===== src/rtl/theremin_board_pkg.sv =====
// Shared types and default timing constants
// for the theremin board peripheral blocks.
package theremin_board_pkg;

    localparam int DEF_CLK_DIV     = 50;
    localparam int DEF_REFRESH_DIV = 100000;

    typedef enum logic [2:0] {
        IDLE,
        LOAD,
        SHIFT_LO,
        SHIFT_HI,
        LATCH
    } led_state_t;

endpackage


===== src/rtl/clk_en_div.sv =====
// One-cycle enable every DIV clocks; clr holds
// the count at zero so a phase starts aligned.
module clk_en_div #(
    parameter int DIV = 50
) (
    input  logic CLK,
    input  logic RESET,
    input  logic clr,
    output logic en
);

    localparam logic [7:0] LAST = 8'(DIV - 1);

    logic [7:0] cnt;

    always_ff @(posedge CLK or posedge RESET) begin
        if (RESET)
            cnt <= '0;
        else if (clr || cnt == LAST)
            cnt <= '0;
        else
            cnt <= cnt + 8'd1;
    end

    assign en = !clr && (cnt == LAST);

endmodule


===== src/rtl/leds_board.sv =====
// Serialises 16 LED states into a 74HC595 chain,
// on LEDS change and on a periodic refresh.
module leds_board
    import theremin_board_pkg::*;
#(
    parameter int CLK_DIV     = DEF_CLK_DIV,
    parameter int REFRESH_DIV = DEF_REFRESH_DIV
) (
    input  logic        CLK,
    input  logic        RESET,
    input  logic [15:0] LEDS,
    output logic        BUSY,
    output logic        SR_DATA,
    output logic        SR_CLK,
    output logic        SR_LATCH,
    output logic        SR_OE_N
);

    localparam int RW = $clog2(REFRESH_DIV);

    led_state_t state, next;

    logic [RW-1:0] rcnt;
    logic          tick;
    logic          pending;
    logic [15:0]   last_sent;
    logic [15:0]   shadow;
    logic [15:0]   cmp_val;
    logic [3:0]    bitc;
    logic          sd;
    logic          oe_n;
    logic          div_clr;
    logic          en;
    logic          change;

    assign div_clr = (state == IDLE) || (state == LOAD);

    clk_en_div #(
        .DIV(CLK_DIV)
    ) u_div (
        .CLK  (CLK),
        .RESET(RESET),
        .clr  (div_clr),
        .en   (en)
    );

    assign tick = (rcnt == RW'(REFRESH_DIV - 1));

    // While busy, compare against the frame on the wire
    // so the frame itself does not re-trigger.
    assign cmp_val = (state == IDLE) ? last_sent : shadow;
    assign change  = (state != LOAD) && (LEDS != cmp_val);

    always_ff @(posedge CLK or posedge RESET) begin
        if (RESET)
            state <= IDLE;
        else
            state <= next;
    end

    always_comb begin
        next = state;
        unique case (state)
            IDLE:     if (pending) next = LOAD;
            LOAD:     next = SHIFT_LO;
            SHIFT_LO: if (en) next = SHIFT_HI;
            SHIFT_HI: if (en) next = (bitc == 4'd0) ? LATCH : SHIFT_LO;
            LATCH:    if (en) next = IDLE;
            default:  next = IDLE;
        endcase
    end

    always_comb begin
        BUSY     = (state != IDLE);
        SR_CLK   = (state == SHIFT_HI);
        SR_LATCH = (state == LATCH);
        SR_DATA  = sd;
        SR_OE_N  = oe_n;
    end

    always_ff @(posedge CLK or posedge RESET) begin
        if (RESET) begin
            rcnt      <= '0;
            pending   <= 1'b1;
            last_sent <= '0;
            shadow    <= '0;
            bitc      <= '0;
            sd        <= 1'b0;
            oe_n      <= 1'b1;
        end else begin
            rcnt    <= tick ? '0 : rcnt + RW'(1);
            pending <= tick | change | (pending & (state != LOAD));
            if (state == LOAD) begin
                shadow <= LEDS;
                bitc   <= 4'd15;
                sd     <= LEDS[15];
            end
            if (state == SHIFT_HI && en && bitc != 4'd0) begin
                bitc <= bitc - 4'd1;
                sd   <= shadow[bitc - 4'd1];
            end
            if (state == LATCH && en) begin
                last_sent <= shadow;
                oe_n      <= 1'b0;
            end
        end
    end

endmodule


===== config.mk =====
export PLATFORM = sky130hd
export DESIGN_NAME = leds_board
export DESIGN_NICKNAME = d
export VERILOG_FILES = /design/src/rtl/theremin_board_pkg.sv /design/src/rtl/clk_en_div.sv /design/src/rtl/leds_board.sv
export SDC_FILE = /design/constraint.sdc
export NUM_CORES = 1
export LEC_CHECK = 0
export BUFFER_PORTS_ARGS = -buffer_cell sky130_fd_sc_hd__buf_2
export CORE_MARGIN = 2
export CORE_UTILIZATION = 54
export DETAILED_ROUTE_END_ITERATION = 12
export GPL_TIMING_DRIVEN = 0
export PLACE_DENSITY = 0.75
export SETUP_SLACK_MARGIN = 0.5
export SLEW_MARGIN = 10
export SYNTH_ARGS = -nofsm -noshare
export SYNTH_HDL_FRONTEND = slang
export SYNTH_SLANG_ARGS = --single-unit

===== constraint.sdc =====
create_clock -name CLK -period 2.6 [get_ports CLK]
set_input_delay 0.52 -clock CLK [delete_from_list [all_inputs] [get_ports CLK]]
set_output_delay 0.52 -clock CLK [all_outputs]
set_load 0.05 [all_outputs]

==> impl_metrics.csv <==
group,metric,value,unit
global_routing,track_usage,21.3,%
critical_path,arrival,2.35,ns
route,firstDrtPassIters,5,
synthesis,async_reset_ff_share,100,%
clock_tree,clk_latency,0.34,ns
critical_path,path_max_fanout,2,
critical_path,crit_path_top_delay_cell,"mux4_2",
synthesis,syn_area_per_cell,11.4,µm²
route,via_count,2460,
place,port_buffers,22,
timing,period_minus_slack,2.13,ns
timing,finalHoldViolCount,0,
global_routing,antenna_found_initial,0,
timing,final-setup-viol-count,0,
floorplan,dieArea,6900,µm²
clock_tree,cts_buffers,9,
route,avgRoutedWirePerCell,16.1,µm
layout,antenna_cells,0,
timing,drv_slew,0,
power_and_ir_drop,powerDensity,598,nW/µm²
place,place.detailed.hpwl,4560,µm
critical_path,critPathTopFamily,"multiplexers",
worst_hold_path,worstHoldPathType,"primary input to asynchronous set/reset pin",
floorplan,die_h,83.1,µm
clock_tree,cts_tree,"yes",
clock_tree,cts_sinks,67,
critical_path,critPathCaptureType,"register",
clock_tree,h-tree-depth,3,
critical_path,crit_type,"register to register",
timing,relSlewSlack,45.3,%
layout,syn2layout_area_growth,22.2,%
route,postRouteAntennaNets,0,
floorplan,ios,23,
clock_tree,clk_pin_slew,0.07,ns
global_routing,grt_pass1_wl,11800,µm
route,viasPerCell,5.73,
global_routing,grt_pass1_vias,2516,
floorplan,rows,28,
layout,layout_commonest_cell,"dfrtp_1",
critical_path,path_common_cell,"mux4_2",
clock_tree,clockBufferDepth,2,
timing,fmax,470,MHz
timing,fin_crit_sh,81.9,%
route,routed_wl,6910,µm
critical_path,critPathBufInv,2,
synthesis,synth_top_area_share,48.1,%
critical_path,max_stage_delay,0.50,ns
power_and_ir_drop,p_leak,1.91,nW
synthesis,ys_top_cells_by_area,"dfrtp_1 (48%), mux2_2 (10%), xnor2_1 (6.2%)",
power_and_ir_drop,vdd_drop_max,488,µV
flow_run,maxCapViolCount,0,
synthesis,synth-seq-cells,67,
place,globalplace.congestion,0.754,
global_routing,grt_start_max_net_pins,38,
critical_path,required,2.82,ns
global_routing,grt-ovfl-total,0,
timing,tightest_slew,0.818,ns
floorplan,core_area,5990,µm²
synthesis,synth_largest_area_cell,"dfrtp_1",
timing,final.setup.tns,0,ns
synthesis,synth-main-ff-cell,"dfrtp_1",
route,drc,0,
synthesis,yosys_warnings,0,
synthesis,yosysSeqAreaShare,49.7,%
timing,setup_ws,0.472,ns
floorplan,start_util,56.4,%
timing,skew,0.00998,ns
synthesis,synthCells,297,
synthesis,synth_edf_count,0,
outcome,status,"complete, no violations",
layout,final_cell_mix,"dfrtp_1 (63), mux2_2 (30), nor2_1 (26)",
layout,drive_gt1_share,35.3,%
route,drtIter0Drc,194,
layout,finish.net_count,371,
critical_path,crit_path_cell_trace,"clkbuf_8, inv_4, ha_4, mux4_2, mux4_2, mux2_4",
clock_tree,cts_root_buf,"clkbuf_8",
floorplan,die_x,83.1,µm
critical_path,start_kind,"register",
synthesis,synth.distinct_cells,49,
synthesis,synthesis.area,3380,µm²
synthesis,synth_fp_nets,319,
timing,rsz0062_at_grt,"true",
place,pre_cts_ws,0.229,ns
[repair_timing]
action                                  in CTS  in global routing
gates resized for setup                     18                 23
endpoints found under the setup margin      23                 35
setup buffers                               11                  6
pin swaps                                    4                  7
hold buffers                                 0                  0
gates cloned                                 0                  1
[worst paths after layout]
kind	start	end	slack, ns	depth (start not counted)
setup reg to reg	bitc[0]	SR_DATA	0.47	6
hold / removal	RESET	rcnt[0]	0.33	2
hold reg to reg	rcnt[0]	rcnt[0]	0.48	1
min in group CLK	LEDS[8]	shadow[8]	0.44	2
setup / recovery	bitc[0]	SR_DATA	0.47	6
max in group asynchronous	RESET	pending	1.60	3
[stage by stage]
step	cell area (µm²)	util [%]	total power, mW	std cells	hold slack [ns]
after floorplan	3400	-	1.50	297	0.448
after global placement	3600	60.1	1.59	394	0.469
after detailed placement	3620	60.5	1.61	395	0.474
after CTS	3950	66.0	2.46	422	0.349
after global routing	4130	68.9	2.60	429	0.398
final	4130	68.9	2.47	429	0.327
[layer usage]
layer	vias to the layer above	share of wire, %	GRT usage, %
li1	1156	-	-
met1	1239	46	29.2
met2	57	49	33.9
met3	8	4.1	5.07
met4	0	1.3	6.56
met5	-	0	0
[cell families (layout without fill, tap and decap cells)]
kind of cell / Yosys count / after routing / synth area share, %
AOI/OAI and AO/OA: 29 / 29 / 5.93
xor gates and xnor gates: 35 / 35 / 9.07
adders and majority gates: 4 / 4 / 1.48
buffers and inverters: 25 / 82 / 3.15
DFF: 67 / 67 / 49.7
muxes: 45 / 45 / 16.4
and+or+nand+nor: 92 / 92 / 14.3
[sequential cells by signal, indices dropped and copies added, names as in the netlist]
| signal | flops |
|---|---|
| bitc | 4 |
| SR_DATA | 1 |
| state | 3 |
| last_sent | 16 |
| rcnt | 17 |
| u_div.cnt | 8 |
| shadow | 16 |
| pending | 1 |
| SR_OE_N | 1 |
[power by group]
group | internal [mW] | switching [mW] | total (mW)
logic | 0.214 | 0.227 | 0.441
registers | 1.12 | 0.0813 | 1.20
clock network | 0.440 | 0.387 | 0.827
[synthesized netlist by cell type (all sizes together) (2+ instances only)]
master and number:
and2 3, nand4 2, xor2 11, mux4 5, nand2 16, inv 17, clkbuf 4, ha 4
a21oi 8, nor2 28, nor3 10, mux2i 8, o21ai 7, and4 2, and3 9, buf 4
dfstp 2, xnor2 24, dfrtp 65, nand3 11, nor4 3, mux2 32, a221oi 3
[cell type report]
cell class / count / area, µm²
Buffer: 8 / 78.8
Clock buffer: 11 / 131
Clock inverter: 5 / 53.8
Fill cell: 420 / 1860
Inverter: 17 / 72.6
Multi-Input combinational cell: 205 / 1700
Sequential cell: 67 / 1680
Tap cell: 75 / 93.8
Timing Repair Buffer: 41 / 315
(Power assumes the default switching activity.)
